File: src/rtl/sc_collatz_tracker.sv
`default_nettype none
// ============================================================================
// Module   : sc_collatz_tracker
// Brief    : Observes a Collatz datapath's control codes and Reg0 loads;
//            counts total/odd steps, tracks peak value and flags saturation.
//            Peak tracking is compiled in only when SC_COLLATZ_TRACKER_PEAK_EN
//            is defined; otherwise the peak output is tied to zero.
// Revision : 1.0 - initial release
// ============================================================================
module sc_collatz_tracker #(
    parameter int DATAWIDTH_BUS               = 8,
    parameter int DATAWIDTH_ALU_SELECTION     = 3,
    parameter int DATAWIDTH_DECODER_SELECTION = 2,
    parameter int DATAWIDTH_COUNT             = 8
) (
    input  logic                                   SC_COLLATZ_TRACKER_CLOCK_50,
    input  logic                                   SC_COLLATZ_TRACKER_RESET_InHigh,
    input  logic                                   SC_COLLATZ_TRACKER_start_InHigh,
    input  logic [DATAWIDTH_ALU_SELECTION-1:0]     SC_COLLATZ_TRACKER_aluselection_InBUS,
    input  logic [DATAWIDTH_DECODER_SELECTION-1:0] SC_COLLATZ_TRACKER_decoderloadselection_InBUS,
    input  logic [DATAWIDTH_BUS-1:0]               SC_COLLATZ_TRACKER_data_InBUS,
    input  logic                                   SC_COLLATZ_TRACKER_ack_InHigh,
    output logic [DATAWIDTH_COUNT-1:0]             SC_COLLATZ_TRACKER_stepcount_OutBUS,
    output logic [DATAWIDTH_COUNT-1:0]             SC_COLLATZ_TRACKER_oddcount_OutBUS,
    output logic [DATAWIDTH_BUS-1:0]               SC_COLLATZ_TRACKER_peak_OutBUS,
    output logic                                   SC_COLLATZ_TRACKER_busy_OutHigh,
    output logic                                   SC_COLLATZ_TRACKER_resultvalid_OutHigh,
    output logic                                   SC_COLLATZ_TRACKER_overflow_OutHigh
);

    typedef enum logic [1:0] {
        ST_IDLE  = 2'd0,
        ST_TRACK = 2'd1,
        ST_HOLD  = 2'd2
    } state_t;

    localparam logic [DATAWIDTH_ALU_SELECTION-1:0]     c_ALU_EVEN  = '0;
    localparam logic [DATAWIDTH_ALU_SELECTION-1:0]     c_ALU_ODD   = DATAWIDTH_ALU_SELECTION'(1);
    localparam logic [DATAWIDTH_DECODER_SELECTION-1:0] c_LOAD_REG0 = '0;
    localparam logic [DATAWIDTH_COUNT-1:0]             c_COUNT_MAX = '1;
    localparam logic [DATAWIDTH_BUS-1:0]               c_VALUE_ONE = DATAWIDTH_BUS'(1);

    state_t                     r_state;
    state_t                     w_state_next;
    logic                       w_clear;
    logic                       w_track_en;
    logic                       w_step_inc;
    logic                       w_odd_inc;
    logic                       w_load;
    logic [DATAWIDTH_COUNT-1:0] r_stepcount;
    logic [DATAWIDTH_COUNT-1:0] r_oddcount;
    logic                       r_overflow;

    always_ff @(posedge SC_COLLATZ_TRACKER_CLOCK_50) begin
        if (SC_COLLATZ_TRACKER_RESET_InHigh) begin
            r_state <= ST_IDLE;
        end else begin
            r_state <= w_state_next;
        end
    end

    // A start in TRACK restarts the run; that cycle's codes are discarded.
    always_comb begin
        w_state_next = r_state;
        w_clear      = 1'b0;
        w_track_en   = 1'b0;
        case (r_state)
            ST_IDLE: begin
                if (SC_COLLATZ_TRACKER_start_InHigh) begin
                    w_state_next = ST_TRACK;
                    w_clear      = 1'b1;
                end
            end
            ST_TRACK: begin
                if (SC_COLLATZ_TRACKER_start_InHigh) begin
                    w_clear = 1'b1;
                end else begin
                    w_track_en = 1'b1;
                    if ((SC_COLLATZ_TRACKER_decoderloadselection_InBUS == c_LOAD_REG0) &&
                        (SC_COLLATZ_TRACKER_data_InBUS == c_VALUE_ONE)) begin
                        w_state_next = ST_HOLD;
                    end
                end
            end
            ST_HOLD: begin
                if (SC_COLLATZ_TRACKER_ack_InHigh) begin
                    w_state_next = ST_IDLE;
                end
            end
            default: begin
                w_state_next = ST_IDLE;
            end
        endcase
    end

    assign w_step_inc = w_track_en &&
                        ((SC_COLLATZ_TRACKER_aluselection_InBUS == c_ALU_EVEN) ||
                         (SC_COLLATZ_TRACKER_aluselection_InBUS == c_ALU_ODD));
    assign w_odd_inc  = w_track_en && (SC_COLLATZ_TRACKER_aluselection_InBUS == c_ALU_ODD);
    assign w_load     = w_track_en &&
                        (SC_COLLATZ_TRACKER_decoderloadselection_InBUS == c_LOAD_REG0);

    // Counters stick at all-ones; an attempted wrap raises the sticky flag.
    always_ff @(posedge SC_COLLATZ_TRACKER_CLOCK_50) begin
        if (SC_COLLATZ_TRACKER_RESET_InHigh || w_clear) begin
            r_stepcount <= '0;
            r_oddcount  <= '0;
            r_overflow  <= 1'b0;
        end else begin
            if (w_step_inc) begin
                if (r_stepcount == c_COUNT_MAX) begin
                    r_overflow <= 1'b1;
                end else begin
                    r_stepcount <= r_stepcount + 1'b1;
                end
            end
            if (w_odd_inc) begin
                if (r_oddcount == c_COUNT_MAX) begin
                    r_overflow <= 1'b1;
                end else begin
                    r_oddcount <= r_oddcount + 1'b1;
                end
            end
        end
    end

`ifdef SC_COLLATZ_TRACKER_PEAK_EN
    logic [DATAWIDTH_BUS-1:0] r_peak;

    always_ff @(posedge SC_COLLATZ_TRACKER_CLOCK_50) begin
        if (SC_COLLATZ_TRACKER_RESET_InHigh || w_clear) begin
            r_peak <= '0;
        end else if (w_load && (SC_COLLATZ_TRACKER_data_InBUS > r_peak)) begin
            r_peak <= SC_COLLATZ_TRACKER_data_InBUS;
        end
    end

    assign SC_COLLATZ_TRACKER_peak_OutBUS = r_peak;
`else
    logic w_load_unused;
    assign w_load_unused                  = w_load;
    assign SC_COLLATZ_TRACKER_peak_OutBUS = '0;
`endif

    assign SC_COLLATZ_TRACKER_stepcount_OutBUS    = r_stepcount;
    assign SC_COLLATZ_TRACKER_oddcount_OutBUS     = r_oddcount;
    assign SC_COLLATZ_TRACKER_overflow_OutHigh    = r_overflow;
    assign SC_COLLATZ_TRACKER_busy_OutHigh        = (r_state == ST_TRACK);
    assign SC_COLLATZ_TRACKER_resultvalid_OutHigh = (r_state == ST_HOLD);

endmodule
`default_nettype wire

File: config.mk
export PLATFORM = sky130hd
export DESIGN_NAME = sc_collatz_tracker
export DESIGN_NICKNAME = d
export VERILOG_FILES = /design/src/rtl/sc_collatz_tracker.sv
export SDC_FILE = /design/constraint.sdc
export NUM_CORES = 1
export LEC_CHECK = 0
export CORE_UTILIZATION = 35
export CTS_CLUSTER_SIZE = 40
export DETAILED_ROUTE_END_ITERATION = 7
export GPL_TIMING_DRIVEN = 0
export PLACE_DENSITY = 0.65
export SLEW_MARGIN = 10
export SYNTH_ARGS = -nofsm -noshare
export SYNTH_HDL_FRONTEND = slang
export SYNTH_SLANG_ARGS = --single-unit
File: constraint.sdc
create_clock -name SC_COLLATZ_TRACKER_CLOCK_50 -period 2.53 [get_ports SC_COLLATZ_TRACKER_CLOCK_50]
set_input_delay 0.506 -clock SC_COLLATZ_TRACKER_CLOCK_50 [delete_from_list [all_inputs] [get_ports SC_COLLATZ_TRACKER_CLOCK_50]]
set_output_delay 0.506 -clock SC_COLLATZ_TRACKER_CLOCK_50 [all_outputs]
set_load 0.01 [all_outputs]
[Word-level counts from Yosys, hierarchy flattened]
Cells that the tools add are included.
Word-level totals
  output and inout port bits: 27
  input bits: 17
  bits in registers: 19
Operators by class
  reductions and logical operators: 12
  bitwise gates (word level): 2
  equal/unequal tests: 10
  add/subtract/negate cells: 2
  mux-type cells: 13
Operators with widths (number)
  $add 8x1->8 const B: 2
  $eq 8x8->1 const B: 2
  $eq 8x1->1 const B: 1
  $mux 1: 8
  $mux 2: 4
  $ne 2x2->1 const B: 3
  $pmux 2 s3: 1
  $logic_not 2->1: 2
  $reduce_and 2->1: 2
  $reduce_and 4->1: 1
  $eq 3x1->1 const B: 1
  $logic_and 1x1->1: 3
  $logic_not 3->1: 1
  $eq 2x1->1 const B: 1
  $eq 2x2->1 const B: 1
  $logic_or 1x1->1: 2
  $ne 2x1->1 const B: 1
  $not 1->1: 2
  $reduce_or 2->1: 1

[Depth between registers and ports, before layout]
Gate-level depths: netlist of run 1.
  depth in word-level cells: 6
  gate-level depth with buffers: 6
  gate-level depth less buffers: 5

[Worst setup path before layout of run 1]
Ideal clock, no wire load.
  path type: input to register
  start point: input SC_COLLATZ_TRACKER_start_InHigh
  end point: register r_oddcount[4], in the netlist SC_COLLATZ_TRACKER_oddcount_OutBUS[4]
  data arrival time: 1.541 ns
  stages: 5
  setup time: 0.059 ns
  path buffers: 1
  setup slack: 0.930 ns
  cell sequence: nor2b_1 > or2_1 > clkbuf_1 > or4_1 > nand2_1
Between the ends
  word-level cells in the longest chain between the ends: 4
  elaborated cells on any way between the ends: 7
Ends and longest elaborated chain
  start, declared: line 18  | input logic SC_COLLATZ_TRACKER_start_InHigh,
  $mux 1: line 75  | if (SC_COLLATZ_TRACKER_start_InHigh) begin
  $mux 1: line 67  | case (r_state)
  $logic_and 1x1->1: line 99  | assign w_odd_inc = w_track_en && (SC_COLLATZ_TRACKER_aluselection_InBUS == c_ALU_ODD);
  $reduce_and 2->1 (no line)
  end signal, assigned: line 121  | r_oddcount <= r_oddcount + 1'b1;
  end, declared: line 51  | logic [DATAWIDTH_COUNT-1:0] r_oddcount;
Parallel ways exist; a longest one is shown, timed or not.
A chain may end at the register's enable or synchronous reset.

[Final worst setup path of run 1]
  start point: input SC_COLLATZ_TRACKER_start_InHigh
  end point: register r_stepcount[0], in the netlist SC_COLLATZ_TRACKER_stepcount_OutBUS[0]
Between the ends
  word-level cells in the longest chain between the ends: 4
  elaborated cells on any way between the ends: 7
Ends and longest elaborated chain
  $mux 1: line 75
  $mux 1: line 67
  $logic_and 1x1->1: line 96  | assign w_step_inc = w_track_en &&
  $reduce_and 2->1 (no line)
  end signal, assigned: line 114  | r_stepcount <= r_stepcount + 1'b1;
  end, declared: line 50  | logic [DATAWIDTH_COUNT-1:0] r_stepcount;
Parallel ways exist; a longest one is shown, timed or not.

==> flow_metrics.tcl, run 1 <==
set metrics [dict create \
    die_y_um 56.1 \
    cts_resized 0 \
    max_stage_delay_ps 530 \
    num_io_pins 44 \
    power.total_mw 0.521 \
    leakagePower_nw 0.509 \
    clkSlewWorstSetupHoldPaths_ps 110 \
    nNetsFinal 186 \
    area_growth_pct 43.2 \
    globalRoute.busiestLayer "met2" \
    p_int_mw 0.401 \
    ys_ff_latch 19 \
    synth_ff_type "dfxtp_1" \
    synth_top_area_cell "dfxtp_1" \
    crit_path_top_delay_cell "clkdlybuf4s50_1" \
    cts_max_path_buffers 2 \
    clkPwrFrac_pct 29.5 \
    die_x_um 56.1 \
    cp_max_fo 10 \
    pwr-share-seq_pct 57.9 \
    crit_path_start_kind "input pin" \
    grt_overflow 0 \
    io_buffers 35 \
    pre_cts_ws_ps 191 \
    grt_max_degree 11 \
    yosysUniqueCellTypes 34 \
    period_share_pct 79.6 \
    cts.sinks 19 \
    synth_warnings 0 \
    fin_cells 197 \
    num_vias 1033 \
    layout-drive-gt1-share_pct 8.43 \
    post_cts_buffers 0 \
    first_pass_iters 4 \
    critPathCaptureType "flop" \
    maxSlewHeadroom_pct 66.7 \
    grtUsageMet1_pct 17.4 \
    routed_wl_um 2460 \
    min_period_ps 2010 \
    antenna_found_initial 0 \
    vdd_drop_max_v 0.000292 \
    worst_ep_required_time_ps 2710 \
    setup_viol 0 \
    p_comb_share_pct 12.6 \
    coreArea_um2 2760 \
    cap_violations 0 \
    grt_pass1_wl_um 3920 \
    initial_core_util_pct 37.1 \
    dpl_cell_area_um2 1440 \
    cts_hold_buf 0 \
    netlist_area_um2 1020 \
    ys_top_cells_by_area "dfxtp_1 37%, buf_4 5.9%, a21oi_1 5.4%" \
    fin_util_pct 53.1 \
    vias_per_cell 5.24 \
    use_met2_pct 28.1 \
    p_sw_share_pct 23.0 \
    gp_congestion 0.732 \
    drv_slew 0 \
    worst_slew_pin_slew_ps 497 \
    worstSkewPairLatency_ps 300 \
    ant_nets 0 \
    synthesis.instances 120 \
    outcome "finished, final reports clean" \
    max_freq_mhz 496 \
    yosysTopAreaCellShare_pct 37.2 \
    synth_edf_count 0 \
    cts_tree "built" \
    hpwl_um 1900 \
    die_area_um2 3140 \
    grt_pass1_vias 928 \
    drt_iter0_drc 15 \
    crit_arrival_ps 2190 \
    postLayoutCellArea_um2 1470 \
    setup_ws_ps 515 \
    powerDensity_nw_per_um2 355 \
    finalSetupTns_ps 0 \
    syn_area_per_cell_um2 8.53 \
    use_met3_pct 5.12 \
    diodes 0 \
    hold_class "flop to flop" \
    switching_power_mw 0.120 \
    finalHoldViolations 0 \
    crit_chain "clkdlybuf4s50_1, nor2b_1, or2_1, clkbuf_1, clkbuf_1, nor2_1" \
    yosys-top-cells-count "19 x dfxtp_1, 11 x a21oi_1, 10 x nand2_1" \
    cts_max_level 1 \
    holdWs_ps 475 \
    post_drt_wl_per_cell_um 12.5 \
    synth_seq_area_share_pct 37.2 \
    yosysMostFrequentCell "dfxtp_1" \
    cts-root-buf "clkbuf_4" \
    drcViolationCount 0 \
    cp_common_cell "clkbuf_1" \
    grt_usage_pct 15.8 \
    crit_type "input pin to flop" \
    async_reset_ff_share_pct 0 \
    fin_skew_ps 4.10 \
    dp_cells 193 \
    cts_buffers 3 \
    placementRows 19 \
    rsz0062_at_grt "no" \
]
## registers in the layout, summed over array words and instances, names as in the netlist
signal,count
SC_COLLATZ_TRACKER_oddcount_OutBUS,8
SC_COLLATZ_TRACKER_stepcount_OutBUS,8
r_state,2
SC_COLLATZ_TRACKER_overflow_OutHigh,1
## worst max-delay path: cells and delay by family
family,cells,cell delay (ps)
buffers and inverters,3,1220
AND/OR/NAND/NOR,3,460
## logic make-up (layout without fill, tap and decap cells)
family          after synthesis  in the layout  share of synthesized area (%)
mux                           1              1                          0.978
simple gates                 51             51                           28.2
compound gates               31             31                           20.7
fa+ha+maj                     2              2                           2.44
xor+xnor                      2              2                           1.71
flops                        19             19                           37.2
buf+inv                      13             52                           8.44
other cells                   1              8                          0.366
## cell usage in the layout (no fill, tap or decap), types with 2 or more instances in the layout
cell type,count
nor2_1,9
clkbuf_4,3
clkbuf_1,3
nand3_1,8
conb_1,8
dfxtp_1,19
or3_1,4
nor2b_1,4
a21oi_1,11
clkdlybuf4s50_1,35
o31ai_1,7
o41ai_1,2
o211ai_1,2
nand2_1,10
or4_1,7
nand4_1,2
buf_4,8
o21ai_0,3
inv_1,2
ha_1,2
o311ai_0,2
## power groups by stage
stage / clock network [mW] / logic (mW) / registers [mW]
2_1_floorplan: 0 / 0.0318 / 0.308
3_3_place_gp: 0 / 0.0650 / 0.308
3_5_place_dp: 0 / 0.0657 / 0.308
4_1_cts: 0.161 / 0.0659 / 0.302
5_1_grt: 0.178 / 0.0707 / 0.302
6_report: 0.153 / 0.0659 / 0.301
## layer usage
layer  routed length (um)  part of all wire, %  vias up
li1                     -                    -      530
met1                 1100                   45      482
met2                 1240                   50       19
met3                   91                  3.7        2
met4                   25                  1.0        0
met5                    0                    0        -
## path summary, 6_finish.rpt
path                                                  start  cells past startpoint                                             endpoint  slack, ps
min reg2reg  SC_COLLATZ_TRACKER_overflow_OutHigh$_SDFF_PP0_                      2       SC_COLLATZ_TRACKER_overflow_OutHigh$_SDFF_PP0_        470
max reg2reg                         r_state[1]$_SDFFE_PP0P_                      4  SC_COLLATZ_TRACKER_stepcount_OutBUS[5]$_SDFFE_PP0P_        900
max                         SC_COLLATZ_TRACKER_start_InHigh                      6  SC_COLLATZ_TRACKER_stepcount_OutBUS[0]$_SDFFE_PP0P_        520
min          SC_COLLATZ_TRACKER_overflow_OutHigh$_SDFF_PP0_                      2       SC_COLLATZ_TRACKER_overflow_OutHigh$_SDFF_PP0_        470
## layout make-up
cell class	count	area [um^2]
clock buffer	4	26.3
tap	31	38.8
multi-input combinational	95	583
buffer	11	78.8
sequential	19	380
timing repair buffer	35	350
fill	290	1290
inverter	2	7.51
No activity file was read; power rests on OpenSTA's default activity.
==> inputs of run 2 (changes only) <==
--- a/config.mk
+++ b/config.mk
@@ -9,7 +9,7 @@
 export CTS_CLUSTER_SIZE = 40
 export DETAILED_ROUTE_END_ITERATION = 7
 export GPL_TIMING_DRIVEN = 0
-export PLACE_DENSITY = 0.65
+export PLACE_DENSITY = 0.68
 export SLEW_MARGIN = 10
 export SYNTH_ARGS = -nofsm -noshare
 export SYNTH_HDL_FRONTEND = slang
==> constraint.sdc (replaced) <==
create_clock -name SC_COLLATZ_TRACKER_CLOCK_50 -period 1.7 [get_ports SC_COLLATZ_TRACKER_CLOCK_50]
set_input_delay 0.34 -clock SC_COLLATZ_TRACKER_CLOCK_50 [delete_from_list [all_inputs] [get_ports SC_COLLATZ_TRACKER_CLOCK_50]]
set_output_delay 0.34 -clock SC_COLLATZ_TRACKER_CLOCK_50 [all_outputs]
set_load 0.01 [all_outputs]
==> run 2 against run 1 <==
  * Count of clock-buffer cells in the layout stayed put
  * Sequential power rose by 49%
  * Hold slack better by 23 ps
  * Critical endpoint is now SC_COLLATZ_TRACKER_oddcount_OutBUS[5]$_SDFFE_PP0P_
  * Non-clock buffer count grew 5
  * Final cell count rose by 2.5%
  * Sequential share of layout area shrank 0.22 points
  * Via count increased by 6.5%
  * Clock power up 47%
  * Global-route usage rose by 1.1 points
  * Critical path depth shrank 1
  * First-iteration DRC count up 93%
  * Final area up 3.8%
==> flow_metrics.tcl, run 2 (synthesis gave the netlist of run 1 again) <==
set metrics [dict create \
    layout-drive-gt1-share_pct 18.1 \
    grt_overflow 0 \
    grt_max_degree 11 \
    critPathCaptureType "flop" \
    cts_max_level 1 \
    antenna_found_initial 0 \
    crit_type "input pin to flop" \
    crit_path_top_delay_cell "or4_1" \
    max_freq_mhz 596 \
    fin_cells 202 \
    diodes 0 \
    dp_cells 193 \
    first_pass_iters 4 \
    die_x_um 56.1 \
    cts_hold_buf 0 \
    cts.sinks 19 \
    nNetsFinal 191 \
    placementRows 19 \
    path_delay_family "simple AND/OR/NAND/NOR gates" \
    initial_core_util_pct 37.1 \
    ant_nets 0 \
    grt_pass1_wl_um 4420 \
    grt_usage_pct 16.9 \
    rsz0062_at_grt "yes" \
    cap_violations 0 \
    min_from "SC_COLLATZ_TRACKER_overflow_OutHigh$_SDFF_PP0_" \
    powerDensity_nw_per_um2 512 \
    cts_max_path_buffers 2 \
    drt_iter0_drc 29 \
    leakagePower_nw 0.548 \
    max_stage_delay_ps 500 \
    setup_viol 0 \
    die_area_um2 3140 \
    nFillCells 273 \
    finalSetupTns_ps 0 \
    gp_congestion 0.814 \
    worst_ep_required_time_ps 1920 \
    area_growth_pct 48.7 \
    post_drt_wl_per_cell_um 13.1 \
    hold_class "flop to flop" \
    num_io_pins 44 \
    path_buf_inv 1 \
    cts_tree "built" \
    power.total_mw 0.779 \
    grt_pass1_vias 1048 \
    drv_slew 0 \
    worstSkewPairLatency_ps 290 \
    die_y_um 56.1 \
    cp-startpoint "SC_COLLATZ_TRACKER_aluselection_InBUS[0]" \
    final_common_cell "clkdlybuf4s50_1" \
    cts-root-buf "clkbuf_4" \
    io_buffers 35 \
    fin_skew_ps 3.06 \
    crit_arrival_ps 1900 \
    hold_depth 2 \
    hpwl_um 1990 \
    vdd_drop_max_v 0.000317 \
    period_share_pct 98.6 \
    routed_wl_um 2650 \
    cp_num_cells 5 \
    num_vias 1100 \
    r2r_cells 7 \
    layout_common_cells "32 x clkdlybuf4s50_1, 13 x buf_4, 11 x a21oi_1" \
    r2r-start "SC_COLLATZ_TRACKER_oddcount_OutBUS[0]$_SDFFE_PP0P_" \
    clkSlewWorstSetupHoldPaths_ps 110 \
    crit_path_start_kind "input pin" \
    min_period_ps 1680 \
    cp_max_fo 5 \
    coreArea_um2 2760 \
    vias_per_cell 5.45 \
    cts_buffers 3 \
    crit_chain "clkdlybuf4s50_1, nor3b_2, o211ai_2, or4_1, a21oi_1" \
    finalHoldViolations 0 \
    drcViolationCount 0 \
    outcome "finished, final reports clean" \
]
==> run 2: worst paths after layout <==
check / end / slack, ps
min reg2reg: SC_COLLATZ_TRACKER_overflow_OutHigh$_SDFF_PP0_ / 500
min: SC_COLLATZ_TRACKER_overflow_OutHigh$_SDFF_PP0_ / 500
max: SC_COLLATZ_TRACKER_oddcount_OutBUS[5]$_SDFFE_PP0P_ / 20
max reg2reg: SC_COLLATZ_TRACKER_oddcount_OutBUS[1]$_SDFFE_PP0P_ / 70
==> run 2: cell type report <==
type | count | area [um^2] | area share, %
clock buffer | 4 | 26.3 | 1.73
inverter | 2 | 7.51 | 0.493
multi-input combinational | 95 | 591 | 38.8
tap | 31 | 38.8 | 2.55
sequential | 19 | 392 | 25.7
timing repair buffer | 40 | 384 | 25.2
buffer | 11 | 82.6 | 5.43
==> run 2: timing repair <==
action,CTS,global route
gates resized for setup,7,10
pin swaps,4,1
endpoints found under the setup margin,15,12
setup buffers,4,1
==> run 2: report_power, final <==
| part | switching [mW] | internal [mW] |
|---|---|---|
| clock | 0.134 | 0.0911 |
| sequential | 0.00183 | 0.447 |
| combinational | 0.0415 | 0.0632 |
| total | 0.177 | 0.601 |
==> run 2: stage by stage <==
step | instance area [um^2] | utilization (%) | hold WS, ps | setup slack (ps)
floorplan | 1050 | - | 412 | 208
global placement | 1440 | 52.2 | 466 | -489
detailed placement | 1440 | 52.2 | 488 | -512
CTS | 1500 | 54.4 | 507 | 18.2
global route | 1520 | 55.2 | 534 | -4.80
finish | 1520 | 55.2 | 498 | 23.3
==> run 2: routing by layer <==
metal  vias up  global-route usage (%)  share of wire (%)
met5         -                       0                  0
met4         0                    5.23               0.72
met2        36                    30.4                 49
met3         4                    2.56                5.1
li1        543                       -                  -
met1       517                    20.5                 45
==> run 2: worst reg2reg max path: stages (launching register included) <==
cell	delay, ps
dfxtp_2	380
ha_2	210
nand3_1	120
o211ai_2	290
buf_6	170
buf_4	130
mux2i_1	180
nor2_1	50
